==> config.mk <==
export PLATFORM = sky130hd
export DESIGN_NAME = coo_operand_loader_flat
export DESIGN_NICKNAME = d
export VERILOG_FILES = /design/src/rtl/coo_operand_loader_pkg.sv /design/src/rtl/coo_operand_loader_if.sv /design/src/rtl/coo_slot_table.sv /design/src/rtl/coo_operand_loader.sv /design/src/flat_wrapper.sv
export SDC_FILE = /design/constraint.sdc
export NUM_CORES = 1
export LEC_CHECK = 0
export CAP_MARGIN = 25
export CORE_MARGIN = 2
export CORE_UTILIZATION = 55
export CTS_CLUSTER_DIAMETER = 40
export DETAILED_ROUTE_END_ITERATION = 16
export DONT_BUFFER_PORTS = 1
export MAX_ROUTING_LAYER = met4
export PLACE_DENSITY = 0.7
export SLEW_MARGIN = 15
export SYNTH_ARGS = -nofsm -noshare
export SYNTH_HDL_FRONTEND = slang
export SYNTH_SLANG_ARGS = --single-unit
==> constraint.sdc <==
create_clock -name clk -period 8.3 [get_ports clk]
set_input_delay 2.075 -clock clk [delete_from_list [all_inputs] [get_ports clk]]
set_output_delay 2.075 -clock clk [all_outputs]
set_load 0.1 [all_outputs]
==> src/rtl/coo_operand_loader_pkg.sv <==
// Shared types for the COO operand loader and the sparse multiplier.
// Holds the FP8 encoding, the default table geometry and the loader FSM states.
package coo_operand_loader_pkg;

  localparam int DEF_MAX_NNZ = 8;
  localparam int DEF_IDX_W   = 3;

  typedef logic [7:0]           fp8_t;
  typedef logic [DEF_IDX_W-1:0] idx_t;

  typedef enum logic [1:0] {
    ST_FILL,
    ST_ISSUE,
    ST_WAIT,
    ST_CLEAR
  } state_t;

  // Either signed zero counts as zero; sign bit is ignored.
  function automatic logic fp8_is_zero(input fp8_t v);
    return v[6:0] == 7'd0;
  endfunction

endpackage

==> src/rtl/coo_operand_loader_if.sv <==
// COO entry stream: one coordinate/value per accepted valid/ready beat.
interface coo_operand_loader_if
  import coo_operand_loader_pkg::*;
#(
  parameter int IDX_W = DEF_IDX_W
);

  logic             in_valid;
  logic             in_ready;
  logic             in_sel;
  fp8_t             in_data;
  logic [IDX_W-1:0] in_row;
  logic [IDX_W-1:0] in_col;
  logic             in_last;

  modport master (
    output in_valid, in_sel, in_data, in_row, in_col, in_last,
    input  in_ready
  );

  modport slave (
    input  in_valid, in_sel, in_data, in_row, in_col, in_last,
    output in_ready
  );

endinterface

==> src/rtl/coo_slot_table.sv <==
// One operand table: slots 0..nnz-1 are always the occupied ones, so insert goes
// to slot nnz and delete refills the hole from slot nnz-1.
module coo_slot_table
  import coo_operand_loader_pkg::*;
#(
  parameter int MAX_NNZ = DEF_MAX_NNZ,
  parameter int IDX_W   = DEF_IDX_W
) (
  input  logic                              clk,
  input  logic                              rst,
  input  logic                              clr,
  input  logic                              wr_en,
  input  fp8_t                              wr_data,
  input  logic [IDX_W-1:0]                  wr_row,
  input  logic [IDX_W-1:0]                  wr_col,
  output fp8_t [MAX_NNZ-1:0]                data,
  output logic [MAX_NNZ-1:0][IDX_W-1:0]     row,
  output logic [MAX_NNZ-1:0][IDX_W-1:0]     col,
  output logic [MAX_NNZ-1:0]                valid,
  output logic [$clog2(MAX_NNZ+1)-1:0]      nnz,
  output logic                              drop
);

  localparam int NNZ_W = $clog2(MAX_NNZ+1);

  fp8_t [MAX_NNZ-1:0]            data_reg;
  logic [MAX_NNZ-1:0][IDX_W-1:0] row_reg;
  logic [MAX_NNZ-1:0][IDX_W-1:0] col_reg;
  logic [MAX_NNZ-1:0]            valid_reg;
  logic [NNZ_W-1:0]              nnz_reg;

  logic [MAX_NNZ-1:0] hit;
  logic [MAX_NNZ-1:0] is_last;
  logic [MAX_NNZ-1:0] is_free;
  logic               any_hit;
  logic               zero;
  logic               full;
  fp8_t               last_data;
  logic [IDX_W-1:0]   last_row;
  logic [IDX_W-1:0]   last_col;

  generate
    for (genvar gi = 0; gi < MAX_NNZ; gi++) begin : g_slot
      assign hit[gi]     = valid_reg[gi] && (row_reg[gi] == wr_row) && (col_reg[gi] == wr_col);
      assign is_last[gi] = (nnz_reg == NNZ_W'(gi + 1));
      assign is_free[gi] = (nnz_reg == NNZ_W'(gi));
    end
  endgenerate

  assign any_hit = |hit;
  assign zero    = fp8_is_zero(wr_data);
  assign full    = (nnz_reg == NNZ_W'(MAX_NNZ));
  assign drop    = wr_en && !any_hit && !zero && full;

  always_comb begin
    last_data = data_reg[0];
    last_row  = row_reg[0];
    last_col  = col_reg[0];
    for (int i = 0; i < MAX_NNZ; i++) begin
      if (is_last[i]) begin
        last_data = data_reg[i];
        last_row  = row_reg[i];
        last_col  = col_reg[i];
      end
    end
  end

  always_ff @(posedge clk) begin
    if (rst || clr) begin
      valid_reg <= '0;
      nnz_reg   <= '0;
    end else if (wr_en) begin
      for (int i = 0; i < MAX_NNZ; i++) begin
        if (hit[i] && !zero) begin
          data_reg[i] <= wr_data;
        end else if (hit[i] && zero) begin
          data_reg[i] <= last_data;
          row_reg[i]  <= last_row;
          col_reg[i]  <= last_col;
        end else if (!any_hit && !zero && is_free[i]) begin
          data_reg[i]  <= wr_data;
          row_reg[i]   <= wr_row;
          col_reg[i]   <= wr_col;
          valid_reg[i] <= 1'b1;
        end
        // Vacated top slot; also covers deleting the top slot itself.
        if (any_hit && zero && is_last[i]) begin
          valid_reg[i] <= 1'b0;
        end
      end
      if (any_hit && zero) begin
        nnz_reg <= nnz_reg - NNZ_W'(1);
      end else if (!any_hit && !zero && !full) begin
        nnz_reg <= nnz_reg + NNZ_W'(1);
      end
    end
  end

  assign data  = data_reg;
  assign row   = row_reg;
  assign col   = col_reg;
  assign valid = valid_reg;
  assign nnz   = nnz_reg;

endmodule

==> src/rtl/coo_operand_loader.sv <==
// Collects a batch of COO entries into the A and B tables, hands them to the
// multiplier with mm_start, then waits for mm_done and clears for the next batch.
module coo_operand_loader
  import coo_operand_loader_pkg::*;
#(
  parameter int MAX_NNZ = DEF_MAX_NNZ,
  parameter int IDX_W   = DEF_IDX_W
) (
  input  logic                          clk,
  input  logic                          rst,
  coo_operand_loader_if.slave           in_if,
  output fp8_t [MAX_NNZ-1:0]            a_data,
  output logic [MAX_NNZ-1:0][IDX_W-1:0] a_row,
  output logic [MAX_NNZ-1:0][IDX_W-1:0] a_col,
  output logic [MAX_NNZ-1:0]            a_valid,
  output logic [$clog2(MAX_NNZ+1)-1:0]  a_nnz,
  output fp8_t [MAX_NNZ-1:0]            b_data,
  output logic [MAX_NNZ-1:0][IDX_W-1:0] b_row,
  output logic [MAX_NNZ-1:0][IDX_W-1:0] b_col,
  output logic [MAX_NNZ-1:0]            b_valid,
  output logic [$clog2(MAX_NNZ+1)-1:0]  b_nnz,
  output logic                          mm_start,
  input  logic                          mm_done,
  output logic                          ovf
);

  state_t state_reg;
  logic   in_ready_reg;
  logic   mm_start_reg;
  logic   ovf_reg;
  logic   accept;
  logic   clr;
  logic   a_drop;
  logic   b_drop;

  assign accept         = in_if.in_valid && in_ready_reg;
  assign clr            = (state_reg == ST_CLEAR);
  assign in_if.in_ready = in_ready_reg;
  assign mm_start       = mm_start_reg;
  assign ovf            = ovf_reg;

  coo_slot_table #(.MAX_NNZ(MAX_NNZ), .IDX_W(IDX_W)) u_table_a (
    .clk     (clk),
    .rst     (rst),
    .clr     (clr),
    .wr_en   (accept && !in_if.in_sel),
    .wr_data (in_if.in_data),
    .wr_row  (in_if.in_row),
    .wr_col  (in_if.in_col),
    .data    (a_data),
    .row     (a_row),
    .col     (a_col),
    .valid   (a_valid),
    .nnz     (a_nnz),
    .drop    (a_drop)
  );

  coo_slot_table #(.MAX_NNZ(MAX_NNZ), .IDX_W(IDX_W)) u_table_b (
    .clk     (clk),
    .rst     (rst),
    .clr     (clr),
    .wr_en   (accept && in_if.in_sel),
    .wr_data (in_if.in_data),
    .wr_row  (in_if.in_row),
    .wr_col  (in_if.in_col),
    .data    (b_data),
    .row     (b_row),
    .col     (b_col),
    .valid   (b_valid),
    .nnz     (b_nnz),
    .drop    (b_drop)
  );

  always_ff @(posedge clk) begin
    if (rst) begin
      state_reg    <= ST_FILL;
      in_ready_reg <= 1'b1;
      mm_start_reg <= 1'b0;
      ovf_reg      <= 1'b0;
    end else begin
      case (state_reg)
        ST_FILL: begin
          if (accept) begin
            if (a_drop || b_drop) ovf_reg <= 1'b1;
            if (in_if.in_last) begin
              state_reg    <= ST_ISSUE;
              in_ready_reg <= 1'b0;
              mm_start_reg <= 1'b1;
            end
          end
        end
        ST_ISSUE: begin
          mm_start_reg <= 1'b0;
          state_reg    <= ST_WAIT;
        end
        ST_WAIT: begin
          if (mm_done) state_reg <= ST_CLEAR;
        end
        ST_CLEAR: begin
          ovf_reg      <= 1'b0;
          in_ready_reg <= 1'b1;
          state_reg    <= ST_FILL;
        end
        default: begin
          state_reg    <= ST_FILL;
          in_ready_reg <= 1'b1;
          mm_start_reg <= 1'b0;
        end
      endcase
    end
  end

endmodule

==> src/flat_wrapper.sv <==
// flat-port wrapper written by rule: the top's interface ports become plain ports
module coo_operand_loader_flat import coo_operand_loader_pkg::*;
#(
  parameter int MAX_NNZ = DEF_MAX_NNZ,
  parameter int IDX_W   = DEF_IDX_W
)
  (clk, rst, a_data, a_row, a_col, a_valid, a_nnz, b_data, b_row, b_col, b_valid, b_nnz, mm_start, mm_done, ovf, in_if_in_valid, in_if_in_sel, in_if_in_data, in_if_in_row, in_if_in_col, in_if_in_last, in_if_in_ready);
  coo_operand_loader_if #(.IDX_W(IDX_W)) in_if_i ();
  input  logic clk;
  input  logic rst;
  output fp8_t [MAX_NNZ-1:0] a_data;
  output logic [MAX_NNZ-1:0][IDX_W-1:0] a_row;
  output logic [MAX_NNZ-1:0][IDX_W-1:0] a_col;
  output logic [MAX_NNZ-1:0] a_valid;
  output logic [$clog2(MAX_NNZ+1)-1:0] a_nnz;
  output fp8_t [MAX_NNZ-1:0] b_data;
  output logic [MAX_NNZ-1:0][IDX_W-1:0] b_row;
  output logic [MAX_NNZ-1:0][IDX_W-1:0] b_col;
  output logic [MAX_NNZ-1:0] b_valid;
  output logic [$clog2(MAX_NNZ+1)-1:0] b_nnz;
  output logic mm_start;
  input  logic mm_done;
  output logic ovf;
  input wire logic [$bits(in_if_i.in_valid)-1:0] in_if_in_valid;
  input wire logic [$bits(in_if_i.in_sel)-1:0] in_if_in_sel;
  input wire logic [$bits(in_if_i.in_data)-1:0] in_if_in_data;
  input wire logic [$bits(in_if_i.in_row)-1:0] in_if_in_row;
  input wire logic [$bits(in_if_i.in_col)-1:0] in_if_in_col;
  input wire logic [$bits(in_if_i.in_last)-1:0] in_if_in_last;
  output wire logic [$bits(in_if_i.in_ready)-1:0] in_if_in_ready;
  assign in_if_i.in_valid = in_if_in_valid;
  assign in_if_i.in_sel = in_if_in_sel;
  assign in_if_i.in_data = in_if_in_data;
  assign in_if_i.in_row = in_if_in_row;
  assign in_if_i.in_col = in_if_in_col;
  assign in_if_i.in_last = in_if_in_last;
  assign in_if_in_ready = in_if_i.in_ready;
  coo_operand_loader #(.MAX_NNZ(MAX_NNZ), .IDX_W(IDX_W)) u_core (.clk(clk), .rst(rst), .in_if(in_if_i), .a_data(a_data), .a_row(a_row), .a_col(a_col), .a_valid(a_valid), .a_nnz(a_nnz), .b_data(b_data), .b_row(b_row), .b_col(b_col), .b_valid(b_valid), .b_nnz(b_nnz), .mm_start(mm_start), .mm_done(mm_done), .ovf(ovf));
endmodule
## Word-level counts from Yosys, hierarchy flattened

Index checks and enable logic that the tools add are counted.

- Add/subtract/negate cells: 4
- Equal/unequal tests: 87
- Muxes and demuxes: 235
- Bitwise logic cells: 17
- Reduce and logical (&&, ||, !) cells: 231

Operator list:

| operator | number |
|---|---|
| 2-to-1 mux 8 bit | 62 |
| 2-to-1 mux 3 bit | 92 |
| AND reduction 4 bit | 32 |
| logical AND 1 bit | 111 |
| equality test 3 bit | 32 |
| nonzero test 2 bit | 36 |
| 2-to-1 mux 1 bit | 70 |
| != test 2 x 1 -> 1 bit, second input constant | 34 |
| AND reduction 3 bit | 20 |
| nonzero test 3 bit | 16 |
| equality test 4 x 3 -> 1 bit, second input constant | 8 |
| NOT 1 bit | 17 |
| equality test 4 x 2 -> 1 bit, second input constant | 4 |
| 2-to-1 mux 4 bit | 4 |
| OR reduction 8 bit | 2 |
| adder 4 x 1 -> 4 bit, second input constant | 2 |
| equality test 4 x 1 -> 1 bit, second input constant | 2 |
| equality test 4 bit, second input constant | 2 |
| logical NOT 4 bit | 2 |
| case mux 2 bit (4 select lines) | 1 |
| subtractor 4 x 1 -> 4 bit, second input constant | 2 |
| logical NOT 7 bit | 1 |
| logical NOT 1 bit | 6 |
| 2-to-1 mux 2 bit | 3 |
| 7 further kinds | 13 |

- Flip-flop bits (word level): 253
- Input bits: 20
- Output and inout bits: 251

## Logic depth before layout (Yosys ltp)

Gate-level depths: netlist of the first run.

- Word-level depth: 12
- Depth in mapped cells: 12
- Mapped depth without buffers: 10

## By module

Synthesis of the first run repeated with hierarchy kept, for this count alone.

- Cells, all modules: 1388
- Area, all modules: 15190.8 sq um

By module, submodules not included:

| module | instances | cells each | area each (sq um) | sequential area each (sq um) |
|---|---|---|---|---|
| coo_slot_table at u_core.u_table_b | 1 | 688 | 7596.0 | 3603.5 |
| coo_slot_table at u_core.u_table_a | 1 | 664 | 7288.2 | 3603.5 |
| coo_operand_loader | 1 | 36 | 306.5 | 100.1 |

## Worst setup path before layout of the first run

OpenSTA, ideal clock, no wires.

- Path kind: input to register
- Start: input port in_if_in_row[0]
- End: register u_core.u_table_b.data_reg, in the netlist u_core.u_table_b.data[0] (enable)
- Library setup time: 0.375 ns
- Data arrival time: 4.325 ns
- Required time: 7.925 ns
- Setup slack: 3.600 ns
- Cell stages on the path: 11
- Buffers on the path: 3
- Path through: buf_4 -> buf_6 -> buf_6 -> xnor2_1 -> nand4_1 -> nor4_1 -> nor4_2 -> nand2_1 -> nor2_2 -> nand3_1 -> a21oi_1

- Cells in the longest elaborated chain, start to end: 9

RTL lines:

| element | RTL line | RTL |
|---|---|---|
| start, declared | flat_wrapper.sv:27 | `input wire logic [$bits(in_if_i.in_row)-1:0] in_if_in_row;` |
| equality test 3 bit | coo_slot_table.sv:44 | `assign hit[gi] = valid_reg[gi] && (row_reg[gi] == wr_row) && (col_reg[gi] == wr_col);` |
| logical AND 1 bit (2 in series) | coo_slot_table.sv:44 |  |
| OR reduction 8 bit | coo_slot_table.sv:50 | `assign any_hit = \|hit;` |
| logical NOT 1 bit | coo_slot_table.sv:80 | `end else if (!any_hit && !zero && is_free[i]) begin` |
| logical AND 1 bit (2 in series) | coo_slot_table.sv:80 |  |
| nonzero test 3 bit (no source line) * | - |  |
| AND reduction 3 bit (no source line) * | - |  |
| end signal, assigned by index | coo_slot_table.sv:75 | `data_reg[i] <= wr_data;` |
| end signal, assigned by index | coo_slot_table.sv:77 | `data_reg[i] <= last_data;` |
| end signal, assigned by index | coo_slot_table.sv:81 | `data_reg[i] <= wr_data;` |
| end, declared | coo_slot_table.sv:26 | `fp8_t [MAX_NNZ-1:0] data_reg;` |

Mark *: on every way between the ends. The rest lies on a longest branch, timed or not.
A chain may end at the register's enable or synchronous reset.

## Worst setup path after layout of the first run

- Start: input port in_if_in_row[0]
- End: register u_core.u_table_b.data_reg, in the netlist u_core.u_table_b.data[43] (enable)

The elaborated chain is that of the path after synthesis.

==> parameters.txt, run 1 <==
Parameter                              Value

GRT
  Maximum number of pins on one net before global-route repair ... 38
  Total gr overflow ... 0
  Met1 Use GR ... 0.383
  Top Usage Layer GRT ... met2
  Met2 capacity usage during global routing ... 0.543
  Antenna violations before repair ... 0
  M3 GR Usage ... 0.105
  Overall routing resource usage ... 0.331
  Via count of the first global-routing pass ... between 10,000 and 15,000
  First-pass GRT wire length ... 64.6 mm

Synth
  Gate count after technology mapping ... 1,343
  Fraction of registers with async set or reset after synthesis ... 0
  Total number of yosys warnings ... 0
  Count of unique library cells instantiated by Yosys ... ~60
  Post-synthesis area per instance ... between 10 and 15 µm²
  Synth Flop Type ... sky130_fd_sc_hd__edfxtp_1
  Number of synthesized flops with an enable pin ... 224
  Portion of the post-synthesis area used by sequential elements ... 0.523
  Post-Syn Nets ... about 1,400
  Post-synthesis sequential element count ... about 250
  Cell area after technology mapping ... between 0.01 and 0.015 mm²

STA
  Maximum frequency from static timing analysis ... ~230 MHz
  Post-route minimum period ... approximately 4.4 ns
  Clock Skew ... around 0.012 ns
  Slew at the pin closest to its max-slew limit ... roughly 1.1 ns
  Final count of pins violating max slew ... 0
  Hold slack ... ~0.53 ns
  Max-slew headroom ... 0.247
  Sum of negative setup slack ... 0 ns
  Endpoints failing hold ... 0
  Setup repair after global routing missed its margin ... false
  Fraction of the cycle the final worst path needs ... 0.532
  Final count of negative-setup-slack endpoints ... 0

Die
  Die Span Y ... 163 µm
  Die area ... between 0.02 and 0.03 mm²
  Floorplan core area ... 0.0250 mm²
  Chip Width ... about 160 µm
  Number of standard-cell rows in the floorplan ... between 50 and 60
  Initial Utilization ... 0.559
  Ports placed on the boundary ... ~270

Worst setup path
  Setup crit start kind ... input pin
  Crit Path Class ... input pin to flop
  Critical path data required time ... 8.43 ns
  Worst path arrival time ... ~4.6 ns
  Worst Setup SP ... in_if_in_row[0]
  Worst r2r src ... u_core.u_table_b.col[19]
  Nature of the critical path endpoint ... flop
  Max FO, Critical Path ... 32

Placement
  Port bufs ... 0
  RePlAce Congestion ... ~0.9
  DP HPWL ... 31.5 mm

Clocking
  H-tree level count ... 2
  CTS tree ... done
  Maximum buffer depth of the clock tree ... 3
  Number of CTS-inserted buffers ... 36
  Clock sink total ... 253
  Clock transition at the registers of the reported paths ... 0.06 ns
  Insertion delay to the later sink of the worst-skew pair ... approximately 0.51 ns
  Hold Buf Count CTS ... 0
  Gates resized, CTS repair ... 0
  Post-CTS setup-driven buffer insertion count ... 0
  CTS root buf ... sky130_fd_sc_hd__clkbuf_16

Pwr
  Static Leak ... between 0.004 and 0.005 µW
  Sequential group share of total power ... 0.448
  Internal power ... ~2500 µW
  PD cells ... 223 mW/mm²
  Fraction of power spent switching nets ... 0.279
  Switching Power ... approximately 960 µW
  Clock network fraction of design power ... 0.446
  Comb power frac ... 0.105
  Worst VDD drop ... about 0.14 mV

Detailed routing
  Routed wirelength normalized by instance count ... ~26 µm
  DRT antenna net count ... 0
  Total wirelength of the detailed-routed design ... around 44 mm
  Final routed DRC violation total ... 0
  Number of DRC markers in iteration 0 ... 1,274
  Count of TritonRoute iterations in the first routing pass ... 6
  Ratio of routed vias to standard cells ... roughly 6.5
  Number of vias after detailed routing ... 10,900

Cells and area
  Syn-to-layout area delta ... 10.6%
  Layout cells sized above 1 ... 0.113
  Footprint of the multi-input gates ... 0.00614 mm²
  Fillers ... between 2,000 and 2,500
  Final-stage net count ... around 1,300
  FF+latch area ... approximately 0.0073 mm²
  Diodes inserted ... 0

Job
  Max-capacitance violation count ... 0

Outcome
  Outcome ... complete, no violations

Min path
  Worst hold start ... u_core.u_table_a.nnz[3]
  Path category of the worst min-delay check ... flop to flop
[worst max-delay path, stage by stage]
cell and delay [ns]:
sky130_fd_sc_hd__xnor2_1 0.12, sky130_fd_sc_hd__nand4_1 0.13, sky130_fd_sc_hd__nor4_1 0.05, sky130_fd_sc_hd__buf_2 0.16, sky130_fd_sc_hd__nor4_2 0.46, sky130_fd_sc_hd__nand2_1 0.24, sky130_fd_sc_hd__nor2_2 0.42, sky130_fd_sc_hd__nand2_1 0.13
sky130_fd_sc_hd__a21oi_1 0.74
[Yosys cell counts (3+ instances only)]
| library cell | count | area, µm² |
|---|---|---|
| sky130_fd_sc_hd__dfxtp_1 | 29 | 581 |
| sky130_fd_sc_hd__or2_2 | 10 | 62.6 |
| sky130_fd_sc_hd__clkbuf_1 | 64 | 240 |
| sky130_fd_sc_hd__xnor2_1 | 51 | 447 |
| sky130_fd_sc_hd__nor2_1 | 175 | 657 |
| sky130_fd_sc_hd__nor4_1 | 8 | 50.1 |
| sky130_fd_sc_hd__o221ai_1 | 14 | 123 |
| sky130_fd_sc_hd__o22ai_1 | 14 | 87.6 |
| sky130_fd_sc_hd__buf_4 | 5 | 37.5 |
| sky130_fd_sc_hd__o211ai_1 | 5 | 37.5 |
| sky130_fd_sc_hd__o211a_1 | 8 | 80.1 |
| sky130_fd_sc_hd__nand3b_1 | 3 | 22.5 |
| sky130_fd_sc_hd__a31oi_1 | 15 | 93.8 |
| sky130_fd_sc_hd__nor3_1 | 9 | 45.0 |
| sky130_fd_sc_hd__nor2b_1 | 4 | 25.0 |
| sky130_fd_sc_hd__mux2i_1 | 17 | 170 |
| sky130_fd_sc_hd__edfxtp_1 | 224 | 6730 |
| sky130_fd_sc_hd__buf_1 | 10 | 37.5 |
| sky130_fd_sc_hd__or3b_2 | 3 | 26.3 |
| sky130_fd_sc_hd__and2_1 | 10 | 62.6 |
| sky130_fd_sc_hd__nand3_1 | 21 | 105 |
| sky130_fd_sc_hd__nand2_1 | 80 | 300 |
| sky130_fd_sc_hd__ha_1 | 14 | 175 |
| sky130_fd_sc_hd__inv_1 | 13 | 48.8 |
| sky130_fd_sc_hd__buf_2 | 7 | 35.0 |
| sky130_fd_sc_hd__xor2_1 | 50 | 438 |
| sky130_fd_sc_hd__o21ai_1 | 8 | 40.0 |
| sky130_fd_sc_hd__a21o_1 | 5 | 37.5 |
| sky130_fd_sc_hd__o21bai_1 | 112 | 841 |
| sky130_fd_sc_hd__nand4_1 | 18 | 113 |
| sky130_fd_sc_hd__or4_4 | 7 | 78.8 |
| sky130_fd_sc_hd__a41oi_1 | 3 | 26.3 |
| sky130_fd_sc_hd__nor4_2 | 3 | 37.5 |
| sky130_fd_sc_hd__a21oi_1 | 178 | 891 |
| sky130_fd_sc_hd__o21ai_0 | 43 | 215 |
| sky130_fd_sc_hd__buf_6 | 13 | 146 |
| sky130_fd_sc_hd__mux2_2 | 32 | 360 |
| sky130_fd_sc_hd__a311oi_1 | 5 | 43.8 |
| sky130_fd_sc_hd__a211oi_1 | 25 | 188 |
[power by group through the flow]
stage	Sequential, µW	Combinational [µW]	Clock (µW)
global placement	1610	281	0
CTS	1560	337	1550
finish	1550	364	1540
detailed placement	1590	335	0
global route	1550	396	1600
floorplan	1610	239	0
[layout make-up]
class | count | area share
flip-flops and latches | 253 | 0.472
multi-input cells | 978 | 0.397
clock buffers | 41 | 0.0608
well taps | 330 | 0.0267
repair buffers | 33 | 0.0220
clock inverters | 23 | 0.0180
inverters | 13 | 0.00315
[final timing paths]
path / slack (ns) / to / cells after the start
hold / removal: 0.53 / u_core.u_table_a.nnz[3] / 2
setup / recovery: 3.88 / u_core.u_table_b.data[43] / 9
setup reg to reg: 4.42 / u_core.u_table_b.data[43] / 9
hold reg to reg: 0.53 / u_core.u_table_a.nnz[3] / 2
[metal layers]
layer / part of all wire / routed length [µm] / vias to the layer above
li1: - / - / 4911
met1: 0.36 / 16000 / 5210
met2: 0.49 / 21500 / 659
met3: 0.12 / 5100 / 110
met4: 0.033 / 1470 / 0
met5: 0 / 0 / -
[cells by family (layout without fill, tap and decap cells)]
family / after synthesis / after routing / synth area share
buffers and inverters: 112 / 110 / 0.0390
adder cells (fa/ha/maj): 14 / 14 / 0.0125
AO/OA/AOI/OAI: 448 / 448 / 0.203
XOR/XNOR: 101 / 101 / 0.0633
flip-flops: 253 / 253 / 0.523
multiplexers: 49 / 49 / 0.0379
AND/OR/NAND/NOR: 366 / 366 / 0.122
[metrics by stage]
step | total power, µW | setup WS, ns | instance area [µm²] | utilization | instances
global route | 3550 | 3.69 | 15500 | 0.618 | 1671
finish | 3450 | 3.88 | 15500 | 0.618 | 1671
global placement | 1890 | 3.51 | 14000 | 0.561 | 1592
detailed placement | 1920 | 3.43 | 14100 | 0.565 | 1599
floorplan | 1840 | 3.60 | 14000 | - | 1343
CTS | 3450 | 3.95 | 15400 | 0.614 | 1663
[cell usage in the layout, fill, tap and decap left out, types with 9 or more instances in the layout]
| cell | instances |
|---|---|
| sky130_fd_sc_hd__a211oi_1 | 25 |
| sky130_fd_sc_hd__ha_1 | 14 |
| sky130_fd_sc_hd__o21ai_0 | 43 |
| sky130_fd_sc_hd__a31oi_1 | 15 |
| sky130_fd_sc_hd__nor2_1 | 175 |
| sky130_fd_sc_hd__nand3_1 | 21 |
| sky130_fd_sc_hd__o21bai_1 | 112 |
| sky130_fd_sc_hd__or2_2 | 10 |
| sky130_fd_sc_hd__xor2_1 | 50 |
| sky130_fd_sc_hd__o22ai_1 | 14 |
| sky130_fd_sc_hd__mux2i_1 | 17 |
| sky130_fd_sc_hd__dfxtp_1 | 29 |
| sky130_fd_sc_hd__nand2_1 | 80 |
| sky130_fd_sc_hd__and2_1 | 10 |
| sky130_fd_sc_hd__nand4_1 | 18 |
| sky130_fd_sc_hd__o221ai_1 | 14 |
| sky130_fd_sc_hd__clkbuf_16 | 38 |
| sky130_fd_sc_hd__mux2_2 | 32 |
| sky130_fd_sc_hd__a21oi_1 | 178 |
| sky130_fd_sc_hd__buf_4 | 20 |
| sky130_fd_sc_hd__inv_1 | 13 |
| sky130_fd_sc_hd__nor3_1 | 9 |
| sky130_fd_sc_hd__xnor2_1 | 51 |
| sky130_fd_sc_hd__edfxtp_1 | 224 |
(Power assumes the default switching activity.)
==> run 2: changes to the inputs <==
PLACE_DENSITY = 0.73   (was 0.7)
clock period = 4 ns   (was 8.3 ns; I/O delays follow)
==> run 2 against run 1 <==
Die area stayed put. Final area up 7.9%. Non-clock buffer count is 163 higher. Clock power up 120%. Sequential cell count unchanged. Clock-buffer cell count rose by 1. Critical path depth increased by 1. First-iteration DRC count increased by 14%. Worst setup slack worse by 3.4 ns. Worst hold slack improved by 0.0047 ns. Sequential share of layout area down 3.4 points. Sequential power is 96% higher.
==> parameters.txt, run 2 (same netlist as run 1, synthesis figures left out) <==
Parameter                              Value

Worst setup path
  Most used cell, CP ... sky130_fd_sc_hd__a21oi_1 (was sky130_fd_sc_hd__nand2_1)
  Max FO, Critical Path ... 16 (was 32)
  Number of buffers and inverters on the critical path ... 1 (unchanged)
  Cell type group with the largest total delay on the critical path ... compound AO/OA/AOI/OAI gates (was simple AND/OR/NAND/NOR gates)
  Setup crit start kind ... flop (was input pin)
  Critical path data required time ... 4.23 ns (was 8.43 ns)
  Cell chain of the critical path ... ha_1, or3b_2, buf_4, o21ai_0, a31oi_1, a211oi_1, o21ai_1, o211a_1, a21oi_1, a21oi_1 (was xnor2_1, nand4_1, nor4_1, buf_2, nor4_2, nand2_1, nor2_2, nand2_1, a21oi_1)
  Worst path arrival time ... 3.73 ns (was 4.55 ns)
  Worst stage delay on the critical path ... 0.64 ns (was 0.74 ns)
  Nature of the critical path endpoint ... flop (unchanged)
  Crit Path Class ... flop to flop (was input pin to flop)
  Cell with the largest stage delay on the worst path ... sky130_fd_sc_hd__a21oi_1 (unchanged)

GRT
  Antenna violations before repair ... 0 (unchanged)
  Total gr overflow ... 0 (unchanged)
  First-pass GRT wire length ... 69.3 mm (was 64.6 mm)
  Via count of the first global-routing pass ... 11,600 (was 10,500)
  Maximum number of pins on one net before global-route repair ... 33 (was 38)
  Overall routing resource usage ... 0.353 (was 0.331)

Detailed routing
  Total wirelength of the detailed-routed design ... 46.5 mm (was 44.1 mm)
  Count of TritonRoute iterations in the first routing pass ... 6 (unchanged)
  Final routed DRC violation total ... 0 (unchanged)
  Routed wirelength normalized by instance count ... 25.2 µm (was 26.4 µm)
  DRT antenna net count ... 0 (unchanged)
  Number of DRC markers in iteration 0 ... 1,453 (was 1,274)
  Ratio of routed vias to standard cells ... 6.39 (was 6.52)
  Number of vias after detailed routing ... 11,800 (was 10,900)

Pwr
  Clock network fraction of design power ... 0.461 (was 0.446)
  Worst VDD drop ... 0.438 mV (was 0.137 mV)
  Switching Power ... 2070 µW (was 961 µW)
  Fraction of power spent switching nets ... 0.282 (was 0.279)
  Sequential group share of total power ... 0.415 (was 0.448)
  Overall power of the completed layout ... 7330 µW (was 3450 µW)
  Comb power frac ... 0.124 (was 0.105)
  Internal power ... 5260 µW (was 2490 µW)
  Static Leak ... 0.00581 µW (was 0.00498 µW)
  PD cells ... 439 mW/mm² (was 223 mW/mm²)

Job
  Max-capacitance violation count ... 0 (unchanged)

STA
  Maximum frequency from static timing analysis ... 286 MHz
  Final count of pins violating max slew ... 0 (unchanged)
  Final count of negative-setup-slack endpoints ... 0 (unchanged)
  Slew at the pin closest to its max-slew limit ... 1.05 ns (was 1.13 ns)
  Clock Skew ... 0.0228 ns (was 0.0121 ns)
  Sum of negative setup slack ... 0 ns (unchanged)
  Hold slack ... 0.540 ns (was 0.535 ns)
  Setup repair after global routing missed its margin ... false (unchanged)
  Post-route minimum period ... 3.50 ns
  Max-slew headroom ... 0.300 (was 0.247)
  Fraction of the cycle the final worst path needs ... 0.874
  Endpoints failing hold ... 0 (unchanged)

Die
  Floorplan core area ... 0.0250 mm² (unchanged)
  Die Span Y ... 163 µm (unchanged)
  Number of standard-cell rows in the floorplan ... 58 (unchanged)
  Die area ... 0.0267 mm² (unchanged)
  Ports placed on the boundary ... 271 (unchanged)
  Initial Utilization ... 0.559 (unchanged)
  Chip Width ... 163 µm (unchanged)

Clocking
  Post-CTS setup-driven buffer insertion count ... 0 (unchanged)
  CTS tree ... done (unchanged)
  CTS root buf ... sky130_fd_sc_hd__clkbuf_16 (unchanged)
  Clock sink total ... 253 (unchanged)
  Number of CTS-inserted buffers ... 39 (was 36)
  H-tree level count ... 2 (unchanged)
  Gates resized, CTS repair ... 0 (unchanged)
  Maximum buffer depth of the clock tree ... 3 (unchanged)
  Insertion delay to the later sink of the worst-skew pair ... 0.54 ns (was 0.51 ns)
  Hold Buf Count CTS ... 0 (unchanged)
  Clock transition at the registers of the reported paths ... 0.06 ns (about the same)

Cells and area
  Fillers ... 1,960 (was 2,034)
  Final-stage net count ... 1,515 (was 1,349)
  Most frequent cells in the layout ... sky130_fd_sc_hd__edfxtp_1 (224), sky130_fd_sc_hd__buf_4 (196), sky130_fd_sc_hd__a21oi_1 (178), sky130_fd_sc_hd__nor2_1 (175), sky130_fd_sc_hd__o21bai_1 (112) (was sky130_fd_sc_hd__edfxtp_1 (224), sky130_fd_sc_hd__a21oi_1 (178), sky130_fd_sc_hd__nor2_1 (175), sky130_fd_sc_hd__o21bai_1 (112), sky130_fd_sc_hd__nand2_1 (80))
  Diodes inserted ... 0 (unchanged)
  Syn-to-layout area delta ... 19.3% (was 10.6%)
  Final Instance Area ... 0.0167 mm² (was 0.0155 mm²)
  Most common cell after layout, fill and taps aside ... sky130_fd_sc_hd__edfxtp_1 (unchanged)
  Layout cells sized above 1 ... 0.216 (was 0.113)

Outcome
  Outcome ... complete, no violations (unchanged)

Placement
  RePlAce Congestion ... 1.00 (was 0.923)
  Area post-placement ... 0.0154 mm² (was 0.0141 mm²)
  DP HPWL ... 34.1 mm (was 31.5 mm)
  Port bufs ... 0 (unchanged)

Min path
  Path category of the worst min-delay check ... input pin to flop (was flop to flop)
-- run 2: cell types whose count changed in the layout (fill, tap and decap cells not counted) --
| cell | delta |
|---|---|
| sky130_fd_sc_hd__buf_4 | +176 |
| sky130_fd_sc_hd__clkinv_1 | +5 |
| sky130_fd_sc_hd__buf_1 | -3 |
| sky130_fd_sc_hd__clkinv_8 | -1 |
| sky130_fd_sc_hd__buf_2 | -1 |
| sky130_fd_sc_hd__clkbuf_8 | +1 |
| sky130_fd_sc_hd__buf_16 | -5 |
| sky130_fd_sc_hd__clkinvlp_4 | +3 |
| sky130_fd_sc_hd__clkinv_2 | +2 |
| sky130_fd_sc_hd__inv_16 | +1 |
| sky130_fd_sc_hd__clkbuf_1 | -5 |
| sky130_fd_sc_hd__clkbuf_16 | +1 |
| sky130_fd_sc_hd__clkinv_4 | -3 |
-- run 2: area by class of cell --
| class | instances | area, µm² | share of cell area |
|---|---|---|---|
| repair buffers | 196 | 1470 | 0.0882 |
| flip-flops and latches | 253 | 7310 | 0.438 |
| clock buffers | 42 | 997 | 0.0598 |
| inverters | 13 | 48.8 | 0.00292 |
| clock inverters | 30 | 308 | 0.0184 |
| multi-input cells | 978 | 6140 | 0.368 |
| well taps | 330 | 413 | 0.0247 |
-- run 2: final timing paths --
| path | start | to | slack, ns | cells after the start |
|---|---|---|---|---|
| hold / removal | rst | u_core.state_reg[1] | 0.54 | 1 |
| setup / recovery | u_core.u_table_b.nnz[1] | u_core.u_table_b.data[55] | 0.50 | 10 |
| hold reg to reg | u_core.state_reg[0] | u_core.state_reg[0] | 0.55 | 2 |
| setup reg to reg | u_core.u_table_b.nnz[1] | u_core.u_table_b.data[55] | 0.50 | 10 |
-- run 2: power groups by stage --
stage                     Sequential (µW)  Combinational, µW  Clock [µW]
after floorplan                      3330                495           0
after global placement               3090                876           0
after detailed placement             3090                898           0
after CTS                            3040                903        3380
after global routing                 3040                978        3500
final                                3040                911        3380
-- run 2: worst reg2reg max path, cell delays in order, from the launching register on --
cell,delay [ns]
sky130_fd_sc_hd__dfxtp_1,0.36
sky130_fd_sc_hd__ha_1,0.28
sky130_fd_sc_hd__or3b_2,0.61
sky130_fd_sc_hd__buf_4,0.24
sky130_fd_sc_hd__o21ai_0,0.18
sky130_fd_sc_hd__a31oi_1,0.07
sky130_fd_sc_hd__a211oi_1,0.33
sky130_fd_sc_hd__o21ai_1,0.12
sky130_fd_sc_hd__o211a_1,0.12
sky130_fd_sc_hd__a21oi_1,0.64
sky130_fd_sc_hd__a21oi_1,0.25
-- run 2: per-layer routing --
metal / GRT usage / vias up / routed length (µm)
li1: - / 5269 / -
met1: 0.405 / 5611 / 16500
met2: 0.583 / 744 / 22500
met3: 0.112 / 143 / 5630
met4: 0.131 / 0 / 1870
met5: - / - / 0
-- run 2: per-stage QoR --
stage	utilization	instances	setup slack [ns]
global route	0.667	1842	0.319
floorplan	-	1343	0.375
finish	0.667	1842	0.503
global placement	0.614	1770	0.467
detailed placement	0.614	1770	0.391
CTS	0.667	1842	0.670
